--- src/rtl/mem_port_arbiter.sv ---
// rtl/mem_port_arbiter.sv - round-robin arbiter and burst sequencer between fetch (I) and load/store (D) ports and mainMem
module mem_port_arbiter #(
  parameter int RD_LAT = 2,
  parameter int ADDR_W = 32
) (
  input  logic              clock,
  input  logic              reset_n,
  input  logic              i_req,
  input  logic [0:ADDR_W-1] i_addr,
  input  logic [1:0]        i_acc_size,
  output logic              i_rvalid,
  output logic [31:0]       i_rdata,
  output logic              i_done,
  input  logic              d_req,
  input  logic              d_wren,
  input  logic [0:ADDR_W-1] d_addr,
  input  logic [1:0]        d_acc_size,
  input  logic [31:0]       d_wdata,
  output logic              d_wack,
  output logic              d_rvalid,
  output logic [31:0]       d_rdata,
  output logic              d_done,
  output logic              mem_enable,
  output logic              mem_wren,
  output logic [0:ADDR_W-1] mem_addr,
  output logic [1:0]        mem_acc_size,
  output logic [31:0]       mem_data_in,
  input  logic [31:0]       mem_data_out,
  input  logic              mem_busy
);

  typedef enum logic [1:0] {IDLE, WR_BURST, RD_WAIT, RD_BURST} state_t;

  // The command cycle itself is the first RD_WAIT cycle, hence RD_LAT-1 further wait cycles.
  localparam logic [7:0] LAT_M1 = 8'(RD_LAT - 1);

  function automatic logic [3:0] beats_m1(input logic [1:0] size);
    case (size)
      2'b00:   return 4'd0;
      2'b01:   return 4'd3;
      2'b10:   return 4'd7;
      default: return 4'd15;
    endcase
  endfunction

  state_t            r_state;
  logic              r_own_d;
  logic              r_last_d;
  logic              r_enable;
  logic              r_wren;
  logic [0:ADDR_W-1] r_addr;
  logic [1:0]        r_size;
  logic [3:0]        r_beat;
  logic [7:0]        r_wait;

  logic w_grant_i;
  logic w_grant_d;
  logic w_wr_beat;
  logic w_rd_beat;
  logic w_last;

  // On a tie the port that did not win last time gets the memory.
  assign w_grant_i = i_req && (!d_req || r_last_d);
  assign w_grant_d = d_req && (!i_req || !r_last_d);

  always_ff @(posedge clock) begin
    if (!reset_n) begin
      r_state  <= IDLE;
      r_own_d  <= 1'b0;
      r_last_d <= 1'b1;
      r_enable <= 1'b0;
      r_wren   <= 1'b0;
      r_addr   <= '0;
      r_size   <= '0;
      r_beat   <= '0;
      r_wait   <= '0;
    end else begin
      case (r_state)
        IDLE: begin
          if (!mem_busy && (w_grant_i || w_grant_d)) begin
            r_own_d  <= w_grant_d;
            r_last_d <= w_grant_d;
            r_enable <= 1'b1;
            r_wren   <= w_grant_d && d_wren;
            r_addr   <= w_grant_d ? {d_addr[0:ADDR_W-3], 2'b00} : {i_addr[0:ADDR_W-3], 2'b00};
            r_size   <= w_grant_d ? d_acc_size : i_acc_size;
            r_beat   <= beats_m1(w_grant_d ? d_acc_size : i_acc_size);
            r_wait   <= LAT_M1;
            r_state  <= (w_grant_d && d_wren) ? WR_BURST : RD_WAIT;
          end
        end
        RD_WAIT: begin
          if (r_wait == 8'd0) r_state <= RD_BURST;
          else r_wait <= r_wait - 8'd1;
        end
        WR_BURST, RD_BURST: begin
          if (r_beat == 4'd0) begin
            r_state  <= IDLE;
            r_enable <= 1'b0;
            r_wren   <= 1'b0;
            r_addr   <= '0;
            r_size   <= '0;
          end else begin
            r_beat <= r_beat - 4'd1;
          end
        end
        default: r_state <= IDLE;
      endcase
    end
  end

  // Beat strobes decode registered state only; data lanes pass straight through while a beat is live.
  assign w_wr_beat = (r_state == WR_BURST);
  assign w_rd_beat = (r_state == RD_BURST);
  assign w_last    = (r_beat == 4'd0);

  assign mem_enable   = r_enable;
  assign mem_wren     = r_wren;
  assign mem_addr     = r_addr;
  assign mem_acc_size = r_size;
  assign mem_data_in  = w_wr_beat ? d_wdata : 32'd0;

  assign i_rvalid = w_rd_beat && !r_own_d;
  assign d_rvalid = w_rd_beat && r_own_d;
  assign d_wack   = w_wr_beat;
  assign i_rdata  = i_rvalid ? mem_data_out : 32'd0;
  assign d_rdata  = d_rvalid ? mem_data_out : 32'd0;
  assign i_done   = i_rvalid && w_last;
  assign d_done   = (d_rvalid || d_wack) && w_last;

endmodule
--- config.mk ---
export PLATFORM = sky130hd
export DESIGN_NAME = mem_port_arbiter
export DESIGN_NICKNAME = d
export VERILOG_FILES = /design/src/rtl/mem_port_arbiter.sv
export SDC_FILE = /design/constraint.sdc
export NUM_CORES = 1
export LEC_CHECK = 0
export CORE_MARGIN = 5
export CORE_UTILIZATION = 32
export CTS_CLUSTER_DIAMETER = 150
export CTS_CLUSTER_SIZE = 20
export DETAILED_ROUTE_END_ITERATION = 8
export PLACE_DENSITY_LB_ADDON = 0.2
export SYNTH_ARGS = -nofsm -noshare
export SYNTH_HDL_FRONTEND = slang
export SYNTH_SLANG_ARGS = --single-unit
--- constraint.sdc ---
create_clock -name clock -period 1.92 [get_ports clock]
set_clock_uncertainty 0.05 [all_clocks]
set_input_delay 0.288 -clock clock [delete_from_list [all_inputs] [get_ports clock]]
set_output_delay 0.288 -clock clock [all_outputs]
set_load 0.01 [all_outputs]
## After elaboration in Yosys (flattened, before gate mapping)

Index checks and enable logic that the tools add are counted.

- Add/sub/neg operators: 2
- Eq/ne operators: 10
- Multiplexer cells: 27
- Reductions and logical operators: 29

Operators by type and width:

| operator | number |
|---|---|
| $mux W32 | 6 |
| $pmux W32 S2 | 1 |
| $mux W8 | 2 |
| $pmux W8 S2 | 1 |
| $mux W2 | 6 |
| $pmux W4 S3 | 1 |
| $reduce_and A3 Y1 | 4 |
| $ne A2 B2 Y1 const B | 5 |
| $logic_and A1 B1 Y1 | 8 |
| $logic_not A8 Y1 | 1 |
| $mux W4 | 2 |
| $pmux W4 S2 | 1 |
| $sub A8 B1 Y8 const B | 1 |
| $eq A2 B2 Y1 const B | 3 |
| $pmux W2 S3 | 1 |
| $logic_not A1 Y1 | 5 |
| $eq A2 B1 Y1 const B | 2 |
| $logic_not A2 Y1 | 2 |
| $logic_not A4 Y1 | 1 |
| $logic_or A1 B1 Y1 | 4 |
| $pmux W1 S2 | 2 |
| $pmux W2 S2 | 1 |
| $reduce_bool A2 Y1 | 2 |
| $sub A4 B1 Y4 const B | 1 |
| 3 further kinds | 5 |

- Register bits: 52
- Input port bits: 138
- Output and inout bits: 137
- Logic and storage cells: 77

## Depth between registers and ports, before layout

Gate-level depths: netlist (run 1).

- Word-level depth: 8
- Gate-level depth with buffers: 7
- Mapped depth without buffers: 6

## Least setup slack after synthesis (run 1)

OpenSTA, ideal clock, no wires.

- Kind: flip-flop to output port
- From: reg r_state[0]
- To: out d_rdata[22]
- Data arrival time: 1.392 ns
- Data required time: 1.582 ns
- Path slack: 0.190 ns
- Stages on the path, launching flop included: 5
- Path buffers: 1
- Cell sequence: dfxtp_1 -> inv_1 -> nor3_1 -> clkbuf_1 -> and2_1

- Cells in the longest elaborated chain, start to end: 3

RTL lines:

| item | RTL line | RTL |
|---|---|---|
| start: declaration | 46 | `state_t r_state;` |
| start signal: assignment | 89 | `r_state <= (w_grant_d && d_wren) ? WR_BURST : RD_WAIT;` |
| $eq A2 B2 Y1 | 114 | `assign w_rd_beat = (r_state == RD_BURST);` |
| $logic_and A1 B1 Y1 | 124 | `assign d_rvalid = w_rd_beat && r_own_d;` |
| named net d_rvalid | 20 | `output logic d_rvalid,` |
| $mux W32 | 127 | `assign d_rdata = d_rvalid ? mem_data_out : 32'd0;` |
| end: declaration | 21 | `output logic [31:0] d_rdata,` |

The timed path passes the listed nets, and every way through them passes these cells.

## Worst setup path after layout (run 1)

- From: reg r_state[0]
- To: out mem_data_in[25]

- Cells in the longest elaborated chain, start to end: 2

RTL lines:

| item | RTL line | RTL |
|---|---|---|
| $eq A2 B1 Y1 | 113 | `assign w_wr_beat = (r_state == WR_BURST);` |
| $mux W32 | 121 | `assign mem_data_in = w_wr_beat ? d_wdata : 32'd0;` |
| end: declaration | 27 | `output logic [31:0] mem_data_in,` |

No other way between the ends.

==> results.cfg, run 1 <==
[placement]
post_dp_cell_area_sq_um = 6080
portBuffers = 268
dp_hpwl_mm = 11.1
finalWeightedCongestion = 0.758
dpl.cell_count = 767

[floorplanning]
dieWidth_um = 109
row_count = 36
core_sq_um = 9640
ioPinCount = 275
die_area_sq_um = 11800
start_util = 0.324
die_y_um = 109

[routing]
wl_per_cell_um = 17.3
viasPerCell = 4.82
drc = 0
first_iter_violations = 137
wl_mm = 13.5
vias = 3771
dr.pass1.iters = 4
ant_nets = 0

[clock_tree]
cts_buffer_depth = 2
clk_pin_slew_ps = 100
cts.htree.levels = 2
cts-buffers-inserted = 5
root_buffer = clkbuf_8
tritoncts = done
clock_sinks = 50
clock_latency_ps = 300

[critical_path]
crit_type = reg -> out
end_kind = primary output
start_kind = flip-flop
crit_arrival_ps = 1510
crit_fanout = 33
crit_required_ps = 1580

[final_layout]
regArea_sq_um = 1010
area_growth_pct = 91.5
multiInputGateArea_sq_um = 1960
nNetsFinal = 789
finalInstanceArea_sq_um = 5970
final_layout_size_suffix_gt1_frac = 0.237
num_antenna_cells = 0
finalNonFillerCells = 782
n_fill_cell = 917

[timing]
finalCritPeriodShare = 0.961
hold_viol = 0
slew_violations = 0
finalSetupViolCount = 0
whs_ps = 417
fmax_mhz = 542
final.min_clock_period_ps = 1850

[run_status]
status = finished clean

[power_and_ir_drop]
pwr_density_cell_nw_per_um2 = 529
peakVddDrop_mv = 0.387
power_frac_seq = 0.376
p_int_mw = 2.21
clkPwrFrac = 0.243
leakage_nw = 2.82
totalPowerFinal_mw = 3.16
power_frac_comb = 0.381
p_sw_mw = 0.942
power.share.switching = 0.298

[logic_synthesis]
ys_seq_elements = 50
synthTopCellsByCount = and2_1, dfxtp_1, nor2_1
yosysTopAreaCell = dfxtp_1
async_flop_share = 0
yosysUniqueCellTypes = 45
synthTopCellsByArea = dfxtp_1, and2_1, mux2_2
yosysWarnings = 0
ys_seq_area_frac = 0.321
synth_edf_count = 0
yosysMostFrequentCell = and2_1
syn_area_sq_um = 3120
syn_inst = 373
netlist.area_leader.share = 0.321
synthFlopType = dfxtp_1
synth_area_per_cell_sq_um = 8.36

[global_route]
first_global_vias = 3759
antenna_found_initial = 0
gr-usage-all-layers = 0.209
grt_pass1_wl_mm = 19.5
grt_max_degree = 34
gr-total-overflow = 0

[flow_run]
drv_cap = 0

[hold_path]
hold_path_class = reg -> reg
==> routing by layer <==
metal	global-route usage	up-vias	routed length (um)
li1	-	1847	-
met1	0.214	1737	4890
met2	0.402	171	7050
met3	0.0770	16	1390
met4	0.0478	0	199
met5	0	-	0
==> worst paths after layout <==
path	slack, ps	cells past startpoint	end	from
min reg2reg	420	2	mem_acc_size[1]	mem_acc_size[1]
max reg2reg	140	5	r_state[0]	r_wait[0]
min	420	2	mem_acc_size[1]	mem_acc_size[1]
max	70	4	mem_data_in[25]	r_state[0]
==> final cells by class <==
type                       instances  area share
clock inverter                     3     0.00733
clock buffer                       5      0.0115
multi-input combinational        284       0.328
timing repair buffer             299       0.450
sequential                        50       0.169
inverter                           8     0.00587
tap                              133      0.0279
==> metrics by stage <==
stage               setup TNS [ps]  setup WS [ps]   util
floorplan                        0            190      -
global placement             -1060          -79.6  0.631
detailed placement           -3270           -118  0.631
CTS                              0          0.546  0.646
global route                 -1.07          -1.07  0.620
finish                           0           74.6  0.620
==> placed cells by master (no fill, tap or decap), drive strengths merged, types with 28 or more instances in the layout <==
cell type      synthesis  final
clkdlybuf4s50          0    167
buf                   14     74
and2                  65     65
nor2                  50     50
dfxtp                 50     50
a22oi                 35     35
dlygate4sd2            0     35
and3                  34     34
mux2                  33     33
clkbuf                18     28
==> logic make-up (layout without fill, tap and decap cells) <==
kind of cell,count (synthesis),after routing,synth area share
compound gates,57,57,0.137
xor+xnor,7,7,0.0197
fa+ha+maj,3,3,0.0120
buf+inv,40,315,0.0626
flops,50,50,0.321
mux,35,35,0.126
other cells,1,2,0.00120
simple gates,180,180,0.321
==> power by group through the flow <==
stage | Clock, mW | Sequential, mW | Combinational [mW]
floorplan | 0 | 1.22 | 0.539
global placement | 0 | 1.20 | 1.19
detailed placement | 0 | 1.20 | 1.22
CTS | 0.780 | 1.19 | 1.21
global route | 0.820 | 1.20 | 1.30
finish | 0.767 | 1.19 | 1.20
==> flip-flops by register name, indices dropped and copies added (netlist names) <==
signal,cells
r_own_d,1
r_beat,4
r_wait,8
mem_wren,1
r_last_d,1
mem_addr,30
mem_enable,1
r_state,2
mem_acc_size,2
==> critical path, cell delays in order (launching register included) <==
cell           delay [ps]
dfxtp_4               370
buf_4                 110
buf_6                 180
and3_1                190
dlygate4sd2_1         350
==> what timing repair did <==
action | 4_1_cts | 5_1_grt
gates resized for setup | 246 | 52
pin swaps | 2 | 0
setup endpoints to repair | 101 | 49
hold buffers | 0 | 0
gates cloned | 2 | 0
setup buffers | 4 | 1
No activity file was read; power rests on OpenSTA's default activity.
==> run 2: changes to the inputs <==
- ABC_CLOCK_PERIOD_IN_PS: default -> 1920
- CORE_AREA: default -> 5 5 103 105
- CORE_MARGIN: 5 -> default
- CORE_UTILIZATION: 32 -> default
- DIE_AREA: default -> 0 0 108 110
- DONT_BUFFER_PORTS: default -> 1
==> run 2 against run 1 <==
Power shrank 13%. Largest cell class is now multi-input gates. Critical path type unchanged. Core utilization shrank 22 points. Wire length shrank 15%. Worst hold slack lost 370 ps. Non-clock buffer count shrank 259. Fmax shrank 3.2%.
==> results.cfg, run 2 (synthesis gave the netlist of run 1 again) <==
[clock_tree]
clock_sinks = 50
clk_pin_slew_ps = 100
cts_buffer_depth = 2
tritoncts = done
cts-buffers-inserted = 5
root_buffer = clkbuf_8
holdBufCountCts = 0
clock_latency_ps = 310
cts.htree.levels = 2

[routing]
viasPerCell = 5.49
dr.pass1.iters = 4
first_iter_violations = 189
drc = 0
wl_per_cell_um = 22.0
vias = 2871
ant_nets = 0
wl_mm = 11.5

[timing]
slew_violations = 0
hold_viol = 0
finalSetupViolCount = 0
rsz0062_at_grt = true
final.min_clock_period_ps = 1910
whs_ps = 47.8
fmax_mhz = 525
finalCritPeriodShare = 0.993

[floorplanning]
core_sq_um = 9550
ioPinCount = 275
row_count = 36
start_util = 0.327
die_y_um = 110
dieWidth_um = 108
die_area_sq_um = 11900

[final_layout]
largest_reg_flops = 30
final_common_cell = and2_4
final_layout_size_suffix_gt1_frac = 0.403
nNetsFinal = 530
most-common-layout-cells = and2_4, nor2_1, dfxtp_1
area_growth_pct = 22.5
num_antenna_cells = 0
finalInstanceArea_sq_um = 3820
n_fill_cell = 968
final_util = 0.400

[power_and_ir_drop]
pwr_density_cell_nw_per_um2 = 719
totalPowerFinal_mw = 2.75
peakVddDrop_mv = 0.440
leakage_nw = 1.64

[global_route]
antenna_found_initial = 0
first_global_vias = 2684
gr-total-overflow = 0
grt_max_degree = 35
gr-usage-all-layers = 0.160
grt_pass1_wl_mm = 14.7

[placement]
post_dp_cell_area_sq_um = 3310
dp_hpwl_mm = 8.60
portBuffers = 0
finalWeightedCongestion = 0.801

[hold_path]
hold_path_class = in -> reg

[critical_path]
end_kind = primary output
crit_fanout = 9
crit_type = reg -> out
crit_arrival_ps = 1570
crit_required_ps = 1580
start_kind = flip-flop

[run_status]
status = finished clean

[flow_run]
drv_cap = 0
[run 2: metrics by stage]
stage	TNS [ps]	cells	worst slack, ps
floorplan	0	374	190
global placement	0	497	107
detailed placement	0	497	86.2
CTS	0	509	2.49
global route	-1690	523	-56.1
finish	0	523	14.0
[run 2: final timing paths]
kind	from	to	slack (ps)	cells after the start
min reg2reg	mem_enable	mem_enable	480	2
max	r_state[0]	d_rdata[15]	10	5
min	reset_n	r_wait[1]	50	1
max reg2reg	r_wait[0]	r_state[0]	130	5
[run 2: worst max-delay path: stages (launching register included)]
cell and delay [ps]:
dfxtp_4 410, clkinvlp_4 160, nor3_4 210, buf_6 150, buf_6 150, and2_4 180
[run 2: power breakdown]
part	internal, mW	switching (mW)	total [mW]
Sequential	1.13	0.105	1.23
Combinational	0.334	0.383	0.717
Clock	0.429	0.372	0.802
[run 2: final cells by class]
cell class              instances  area, sq um  area share
clock inverters                 2         38.8      0.0102
flip-flops and latches         50         1010       0.265
well taps                     133          166      0.0435
inverters                       8         37.5     0.00982
repair buffers                 40          358      0.0936
clock buffers                   6         82.6      0.0216
multi-input cells             284         2130       0.557
[run 2: timing repair]
action	CTS	global route
gates resized for setup	12	80
setup endpoints to repair	68	68
buffers inserted	3	8
cloned	1	6
pin swaps	1	22
[run 2: per-layer routing]
metal / track usage / vias up / part of all wire
met3: 0.0513 / 13 / 0.099
li1: - / 1325 / -
met5: 0 / - / 0
met2: 0.265 / 175 / 0.48
met1: 0.199 / 1358 / 0.40
met4: 0.0505 / 0 / 0.020
